$ cat src/rtl/cam_pingpong_buf_if.sv
// Bundle of capture-side and reader-side signals for the ping-pong frame store.
//
// Handshake semantics: cap_valid qualifies cap_data for exactly one cycle and
// there is no back-pressure (the camera cannot be stalled). cap_sof/cap_eof are
// single-cycle pulses. On the read side a cycle with rd_en high is a request;
// its answer appears one cycle later, qualified by rd_valid. rd_release is a
// single-cycle pulse that hands the ready frame back to the capture side.
interface cam_pingpong_buf_if #(
  parameter int DATA_W = 4,
  parameter int ADDR_W = 7
);
  logic              cap_sof;
  logic              cap_eof;
  logic              cap_valid;
  logic [DATA_W-1:0] cap_data;
  logic              rd_en;
  logic [ADDR_W-1:0] rd_addr;
  logic [DATA_W-1:0] rd_data;
  logic              rd_valid;
  logic              rd_release;
  logic              frame_ready;
  logic [ADDR_W:0]   frame_len;
  logic [7:0]        drop_cnt;
  logic              overflow;
  logic [1:0]        cap_state;   // debug view of the capture FSM

  modport master (
    output cap_sof, cap_eof, cap_valid, cap_data, rd_en, rd_addr, rd_release,
    input  rd_data, rd_valid, frame_ready, frame_len, drop_cnt, overflow, cap_state
  );

  modport slave (
    input  cap_sof, cap_eof, cap_valid, cap_data, rd_en, rd_addr, rd_release,
    output rd_data, rd_valid, frame_ready, frame_len, drop_cnt, overflow, cap_state
  );
endinterface

$ cat src/rtl/cam_pingpong_buf.sv
// Double-buffered camera frame store. Two banks cycle through
// FREE -> FILL -> FULL -> READ -> FREE so the capture path never writes into
// a frame the reader still owns. Frames arriving with no free bank are dropped
// and counted; pixels beyond DEPTH are discarded and flagged.
module cam_pingpong_buf #(
  parameter int DATA_W = 4,
  parameter int DEPTH  = 120,
  parameter int ADDR_W = 7
) (
  input  logic               clk,
  input  logic               rst,
  cam_pingpong_buf_if.slave  bus
);

  typedef enum logic [1:0] {S_IDLE, S_CAPTURE, S_DROP} cap_state_t;
  typedef enum logic [1:0] {B_FREE, B_FILL, B_FULL, B_READ} bank_state_t;

  localparam logic [ADDR_W:0] DEPTH_P = (ADDR_W+1)'(DEPTH);

  cap_state_t        state;
  cap_state_t        state_nxt;
  bank_state_t       bank_st  [2];
  logic [ADDR_W:0]   bank_len [2];
  logic [ADDR_W:0]   ptr;
  logic              cur_bank;
  logic [7:0]        drop_cnt;
  logic              overflow;
  logic [DATA_W-1:0] rd_data;
  logic              rd_valid;
  logic [DATA_W-1:0] mem [2][DEPTH];

  // Decisions that depend only on bank status from before the current edge.
  logic any_free, sel_bank, sof_ok, sof_drop;
  logic read_busy, rd_bank, promote, promo_bank, release_ok;

  assign any_free   = (bank_st[0] == B_FREE) || (bank_st[1] == B_FREE);
  assign sel_bank   = (bank_st[0] == B_FREE) ? 1'b0 : 1'b1;
  assign sof_ok     = bus.cap_sof && any_free;
  assign sof_drop   = bus.cap_sof && !any_free;
  assign read_busy  = (bank_st[0] == B_READ) || (bank_st[1] == B_READ);
  assign rd_bank    = (bank_st[1] == B_READ);
  assign promote    = !read_busy && ((bank_st[0] == B_FULL) || (bank_st[1] == B_FULL));
  assign promo_bank = (bank_st[0] == B_FULL) ? 1'b0 : 1'b1;
  assign release_ok = bus.rd_release && read_busy;

  // Capture FSM state register.
  always_ff @(posedge clk) begin
    if (rst) state <= S_IDLE;
    else     state <= state_nxt;
  end

  // Capture FSM next state: sof always restarts (or drops), eof ends a capture.
  always_comb begin
    state_nxt = state;
    if (bus.cap_sof)                            state_nxt = sof_ok ? S_CAPTURE : S_DROP;
    else if (state == S_CAPTURE && bus.cap_eof) state_nxt = S_IDLE;
  end

  // Capture FSM outputs: where a pixel lands, frame close, overflow events.
  // A pixel that comes with an accepted sof belongs to the new frame.
  logic              wr_en;
  logic              wr_bank;
  logic [ADDR_W-1:0] wr_addr;
  logic              px_cur;
  logic              px_ovf;
  logic              close;
  logic [ADDR_W:0]   close_len;
  always_comb begin
    wr_en     = 1'b0;
    wr_bank   = cur_bank;
    wr_addr   = ptr[ADDR_W-1:0];
    px_cur    = 1'b0;
    px_ovf    = 1'b0;
    close     = 1'b0;
    close_len = ptr;
    if (state == S_CAPTURE) begin
      close = bus.cap_eof;
      if (bus.cap_valid && !bus.cap_sof) begin
        if (ptr < DEPTH_P) px_cur = 1'b1;
        else               px_ovf = 1'b1;
      end
    end
    if (px_cur) begin
      wr_en     = 1'b1;
      close_len = ptr + 1'b1;
    end
    if (sof_ok && bus.cap_valid) begin
      wr_en   = 1'b1;
      wr_bank = sel_bank;
      wr_addr = '0;
    end
  end

  // Write pointer and active bank tracking.
  always_ff @(posedge clk) begin
    if (rst) begin
      ptr      <= '0;
      cur_bank <= 1'b0;
    end else if (sof_ok) begin
      ptr      <= bus.cap_valid ? (ADDR_W+1)'(1) : '0;
      cur_bank <= sel_bank;
    end else if (px_cur) begin
      ptr <= ptr + 1'b1;
    end
  end

  // Bank ownership: each transition is keyed on the bank's pre-edge status,
  // so a bank closed this edge cannot also be claimed or promoted this edge.
  always_ff @(posedge clk) begin
    if (rst) begin
      for (int i = 0; i < 2; i++) begin
        bank_st[i]  <= B_FREE;
        bank_len[i] <= '0;
      end
    end else begin
      for (int i = 0; i < 2; i++) begin
        case (bank_st[i])
          B_FREE: if (sof_ok && sel_bank == 1'(i)) bank_st[i] <= B_FILL;
          B_FILL: begin
            if (close) begin
              bank_st[i]  <= B_FULL;
              bank_len[i] <= close_len;
            end else if (bus.cap_sof) begin
              bank_st[i] <= B_FREE;
            end
          end
          B_FULL: if (promote && promo_bank == 1'(i)) bank_st[i] <= B_READ;
          B_READ: if (release_ok) bank_st[i] <= B_FREE;
          default: bank_st[i] <= B_FREE;
        endcase
      end
    end
  end

  // Dropped-frame counter (saturating) and sticky overflow flag.
  always_ff @(posedge clk) begin
    if (rst) begin
      drop_cnt <= '0;
      overflow <= 1'b0;
    end else begin
      if (sof_drop && drop_cnt != 8'hff) drop_cnt <= drop_cnt + 8'd1;
      if (px_ovf) overflow <= 1'b1;
    end
  end

  // Pixel storage; contents intentionally survive reset.
  always_ff @(posedge clk) begin
    if (wr_en) mem[wr_bank][wr_addr] <= bus.cap_data;
  end

  // Read port with one-cycle latency; data holds when idle.
  always_ff @(posedge clk) begin
    if (rst) begin
      rd_data  <= '0;
      rd_valid <= 1'b0;
    end else if (bus.rd_en && read_busy) begin
      rd_valid <= 1'b1;
      rd_data  <= ({1'b0, bus.rd_addr} < DEPTH_P) ? mem[rd_bank][bus.rd_addr] : '0;
    end else if (bus.rd_en) begin
      rd_valid <= 1'b0;
      rd_data  <= '0;
    end else begin
      rd_valid <= 1'b0;
    end
  end

  assign bus.rd_data     = rd_data;
  assign bus.rd_valid    = rd_valid;
  assign bus.frame_ready = read_busy;
  assign bus.frame_len   = read_busy ? bank_len[rd_bank] : '0;
  assign bus.drop_cnt    = drop_cnt;
  assign bus.overflow    = overflow;
  assign bus.cap_state   = state;

endmodule

$ cat src/flat_wrapper.sv
// flat-port wrapper written by rule: the top's interface ports become plain ports
module cam_pingpong_buf_flat 
#(
  parameter int DATA_W = 4,
  parameter int DEPTH  = 120,
  parameter int ADDR_W = 7
)
  (clk, rst, bus_cap_sof, bus_cap_eof, bus_cap_valid, bus_cap_data, bus_rd_en, bus_rd_addr, bus_rd_release, bus_rd_data, bus_rd_valid, bus_frame_ready, bus_frame_len, bus_drop_cnt, bus_overflow, bus_cap_state);
  cam_pingpong_buf_if #(.DATA_W(DATA_W), .ADDR_W(ADDR_W)) bus_i ();
  input  logic clk;
  input  logic rst;
  input wire logic [$bits(bus_i.cap_sof)-1:0] bus_cap_sof;
  input wire logic [$bits(bus_i.cap_eof)-1:0] bus_cap_eof;
  input wire logic [$bits(bus_i.cap_valid)-1:0] bus_cap_valid;
  input wire logic [$bits(bus_i.cap_data)-1:0] bus_cap_data;
  input wire logic [$bits(bus_i.rd_en)-1:0] bus_rd_en;
  input wire logic [$bits(bus_i.rd_addr)-1:0] bus_rd_addr;
  input wire logic [$bits(bus_i.rd_release)-1:0] bus_rd_release;
  output wire logic [$bits(bus_i.rd_data)-1:0] bus_rd_data;
  output wire logic [$bits(bus_i.rd_valid)-1:0] bus_rd_valid;
  output wire logic [$bits(bus_i.frame_ready)-1:0] bus_frame_ready;
  output wire logic [$bits(bus_i.frame_len)-1:0] bus_frame_len;
  output wire logic [$bits(bus_i.drop_cnt)-1:0] bus_drop_cnt;
  output wire logic [$bits(bus_i.overflow)-1:0] bus_overflow;
  output wire logic [$bits(bus_i.cap_state)-1:0] bus_cap_state;
  assign bus_i.cap_sof = bus_cap_sof;
  assign bus_i.cap_eof = bus_cap_eof;
  assign bus_i.cap_valid = bus_cap_valid;
  assign bus_i.cap_data = bus_cap_data;
  assign bus_i.rd_en = bus_rd_en;
  assign bus_i.rd_addr = bus_rd_addr;
  assign bus_i.rd_release = bus_rd_release;
  assign bus_rd_data = bus_i.rd_data;
  assign bus_rd_valid = bus_i.rd_valid;
  assign bus_frame_ready = bus_i.frame_ready;
  assign bus_frame_len = bus_i.frame_len;
  assign bus_drop_cnt = bus_i.drop_cnt;
  assign bus_overflow = bus_i.overflow;
  assign bus_cap_state = bus_i.cap_state;
  cam_pingpong_buf #(.DATA_W(DATA_W), .DEPTH(DEPTH), .ADDR_W(ADDR_W)) u_core (.clk(clk), .rst(rst), .bus(bus_i));
endmodule
$ cat config.mk
export PLATFORM = sky130hd
export DESIGN_NAME = cam_pingpong_buf_flat
export DESIGN_NICKNAME = d
export VERILOG_FILES = /design/src/rtl/cam_pingpong_buf_if.sv /design/src/rtl/cam_pingpong_buf.sv /design/src/flat_wrapper.sv
export SDC_FILE = /design/constraint.sdc
export NUM_CORES = 1
export LEC_CHECK = 0
export CORE_ASPECT_RATIO = 1.2
export CORE_UTILIZATION = 65
export CTS_BUF_LIST = sky130_fd_sc_hd__clkbuf_2
export CTS_CLUSTER_DIAMETER = 40
export CTS_CLUSTER_SIZE = 14
export DETAILED_ROUTE_END_ITERATION = 6
export PLACE_DENSITY = 0.82
export SETUP_SLACK_MARGIN = 0.2
export SLEW_MARGIN = 10
export SYNTH_ARGS = -nofsm -noshare
export SYNTH_HDL_FRONTEND = slang
export SYNTH_SLANG_ARGS = --single-unit
$ cat constraint.sdc
create_clock -name clk -period 4.4 [get_ports clk]
set_input_delay 0.44 -clock clk [delete_from_list [all_inputs] [get_ports clk]]
set_output_delay 0.44 -clock clk [all_outputs]
set_load 0.01 [all_outputs]
==> results list <==
- Measured against its own limit, the worst slew margin works out to 7.69%.
- Post-Synthesis Cell Area: 0.0404 sq mm
* Data arrival time at the worst-slack endpoint: 3.65 ns
* Worst slack at placement: 0.458 ns
- The first global-routing pass estimated 152000 microns of wire.
- Number of global-route vias before repair: 25100
- Clock tree synthesis found a total of 1005 sinks.
- Final WS setup: 0.307 ns
* Total of max-cap violations: 0
- During placement, the flow inserted port buffers numbering 42.
- Number of flops mapped to enable cells by yosys: 980
* Final cycle utilization of the critical path: 93.0%
- Net switching share of the total power: 27.6%
* Commonest cells in the synthesized netlist: 980 x edfxtp_1, 477 x nand2_1, 301 x nor2_1
- The floorplan step defined a core boundary enclosing 0.0612 sq mm.
- For the worst setup path, the data required time is 3.96 ns.
- Cell area power density: 418 mW/mm^2
- Met3 routed wirelength: 12800 microns
* Final worst hold slack: 0.104 ns
* Io pins: 43
- Derived from the worst setup path, the maximum achievable clock frequency is 244 MHz.
* Sequential share of power: 58.6%
* Highest routed metal layer: met4
- Sum Neg Setup Slack: 0 ns
- Synthesized netlist net count: 2807
- Share of layout cells above drive strength 1: 12.0%
- Library cells used by synthesis: 64
- Syn_area_per_cell: 14.5 sq um
- Entering global routing, the biggest net connects 121 pins.
* Worst Path Class, Setup: register to output pin
- Average wire per cell in the routed design: 27.7 microns
* Post-route DRC violation count: 16
- Among all cell types in the netlist, the one instantiated most often is edfxtp_1.
- Summed over all cells, the static leakage comes to 14.6 nW.
* Unrepaired setup endpoints after global routing: yes
- For the final database, setup skew stands at 0.130 ns.
- Number of nets still failing antenna checks after routing: 0
- The area growth from synthesis to layout is 7.00%.
- Portion of synthesized cell area occupied by the leading cell type: 72.8%
* Slew at the pin closest to its max-slew limit: 1.37 ns
- The final reports fail on DRC.
* Placed cell area: 0.0418 sq mm
- Buffer cell driving the clock tree root: clkbuf_2
- Setup-failing EPs final: 0
- In this run the worst hold path is classified as input pin to register.
- The run finished, with violations left.
- Summed over all layers, the global routing overflow is 0.
- Vias after detailed routing: 25700
- Combinational cells account for 15.2% of the total power.
- Top cells by area in the synthesized netlist: edfxtp_1 73%, nand2_1 4.4%, mux2i_1 3.9%, mux4_2 3.3%, nor2_1 2.8%
- Share of flip-flops with an asynchronous set or reset: 0%
- The HPWL after detailed placement is 64300 microns.
- TritonCTS built the clock tree.
- The worst setup path is launched from a register.
* Clk pin slew, worst setup/hold paths: 0.21 ns
- The number of antenna violations at the first check in global routing came to 2.
- Cell internal power was estimated by the tool at 13.1 mW.
- The analysis attributes to net switching a power of 4.99 mW.
- Final number of max-transition violations: 0
* DRT Wirelength: 104000 microns
- CTS built an H-tree with a depth of 3.
* Later-pin clock latency in the skew report: 1.28 ns
* Cell row count: 99
- The floorplan step set the die width to 230 microns.
- Sequential-to-total area share from yosys stat: 74.0%
- At the end of the flow, the number of nets in the layout was 2871.
- Global routing used 32.9% of the available tracks across all layers.
- The congestion estimate from routability-driven global placement came to 0.920.
- During synthesis, Yosys emitted a total of 0 warnings.
- TritonCTS created 101 clock buffers.
- Of all nets on the critical path, the largest fanout is 58.
- Total of flip-flops plus latches after synthesis: 1005
- Counting every instance in the synthesized netlist gives 2787.
* Maximum clock path buffer count: 3
- Routed met1 length: 35000 microns
- After clock tree synthesis, the repair step resized 0 gates.
- Endpoints failing hold: 0
* Detailed Routing Iterations Pass 1: 7
- The clock network burns 26.3% of the power.
- Effective utilization at floorplan: 66.1%
- Highest ir drop seen on vdd: 373 uV
* Total chip power: 18.1 mW
* Fin area: 0.0433 sq mm
- The die is 275 microns tall.
- Floorplan die area: 0.0632 sq mm
- CP Capture Type: output pin
- The most used flip-flop cell after synthesis is edfxtp_1.
- DRC marker count from the first detailed-route iteration: 4386
- Routed wl met2: 48700 microns
- Using the TritonRoute via totals, the vias-per-cell ratio works out to 6.86.
* Minimum clock period: 4.09 ns
* Library cell occupying the most area in the post-synthesis netlist: edfxtp_1
==> worst paths after layout <==
kind | depth (start not counted) | to | startpoint | slack (ns)
worst min-delay path | 3 | u_core.bus.cap_state[1]$_SDFFE_PP0P_ | bus_cap_sof | 0.10
worst max-delay path | 6 | bus_frame_len[0] | u_core.bank_st[1][1]$_SDFFCE_PP0P_ | 0.31
worst max register to register | 10 | u_core.mem[0][370]$_DFFE_PP_ | u_core.bank_st[1][1]$_SDFFCE_PP0P_ | 0.45
worst min register to register | 2 | u_core.ptr[7]$_SDFF_PP0_ | u_core.ptr[7]$_SDFF_PP0_ | 0.48
==> cells by family after synthesis <==
family	Yosys count	synth area share, %
AO/OA/AOI/OAI	353	5.75
XOR/XNOR	10	0.217
adder cells (fa/ha/maj)	2	0.0619
buffers and inverters	193	2.31
flip-flops	1005	74.0
multiplexers	218	7.22
AND/OR/NAND/NOR	1006	10.4
==> power groups by stage <==
| stage | sequential, mW | combinational (mW) | clock (mW) |
|---|---|---|---|
| after detailed placement | 10.8 | 2.61 | 0 |
| after global routing | 10.6 | 2.88 | 5.12 |
| after floorplan | 10.8 | 1.80 | 0 |
| after CTS | 10.6 | 2.68 | 4.76 |
| final | 10.6 | 2.74 | 4.75 |
| after global placement | 10.8 | 2.53 | 0 |
==> cell usage in the layout (no fill, tap or decap), types with 11 or more instances in the layout <==
master | Yosys | routed
buf_12 | 0 | 12
nand2b_1 | 14 | 12
mux4_2 | 59 | 59
mux2i_1 | 159 | 159
edfxtp_1 | 980 | 980
bufinv_16 | 0 | 12
dfxtp_1 | 25 | 25
nor2_1 | 301 | 299
nor3_1 | 17 | 17
clkinvlp_4 | 0 | 11
buf_4 | 24 | 82
nor4_1 | 43 | 42
o21ai_0 | 19 | 19
a211oi_1 | 14 | 14
a221oi_1 | 14 | 14
a21oi_1 | 115 | 115
a32oi_1 | 24 | 24
clkbuf_2 | 0 | 119
nand3_1 | 101 | 101
o22ai_1 | 45 | 45
nand4_1 | 21 | 21
inv_6 | 0 | 12
a31oi_1 | 44 | 44
clkdlybuf4s50_1 | 0 | 35
nand2_1 | 477 | 476
==> state kept, by name, summed over array words and instances, names as in the netlist <==
| signal | cells |
|---|---|
| u_core.bus.drop_cnt | 8 |
| u_core.cur_bank | 1 |
| u_core.bus.cap_state | 2 |
| u_core.bank_st | 4 |
| u_core.bank_len | 16 |
| u_core.bus.rd_valid | 1 |
| u_core.ptr | 8 |
| u_core.bus.rd_data | 4 |
| u_core.mem | 960 |
| u_core.bus.overflow | 1 |
==> critical path, cell delays in order (launching register included) <==
cell,delay [ns]
edfxtp_1,0.48
buf_4,0.23
nand2_8,0.48
buf_4,0.32
nand2_1,0.09
a21oi_1,0.17
clkdlybuf4s50_1,0.58
==> cell type report <==
class	count	area, sq um
fill	3801	17900
antenna	4	10.0
sequential	1005	29900
multi-input combinational	1589	9620
clock buffer	119	596
timing repair buffer	145	1360
inverter	9	33.8
clock inverter	61	714
tap	808	1010
==> repair_timing <==
action	in CTS	in global routing
hold buffers	9	0
pin swaps	0	1
hold endpoints to repair	478	0
endpoints found under the setup margin	9	13
setup buffers	2	0
gates cloned	0	0
==> layer usage <==
metal | vias up | global-route usage (%)
met4 | 0 | 21.5
met5 | - | 0
met3 | 419 | 6.52
met1 | 12500 | 42.2
met2 | 2049 | 52.1
li1 | 10700 | -
==> through the flow <==
step	instances	util [%]
floorplan	2787	-
detailed placement	3545	68.4
CTS	3736	70.7
global route	3738	70.7
global placement	3545	68.4
finish	3740	70.7
Note: power is estimated with default switching activity, not from simulation.
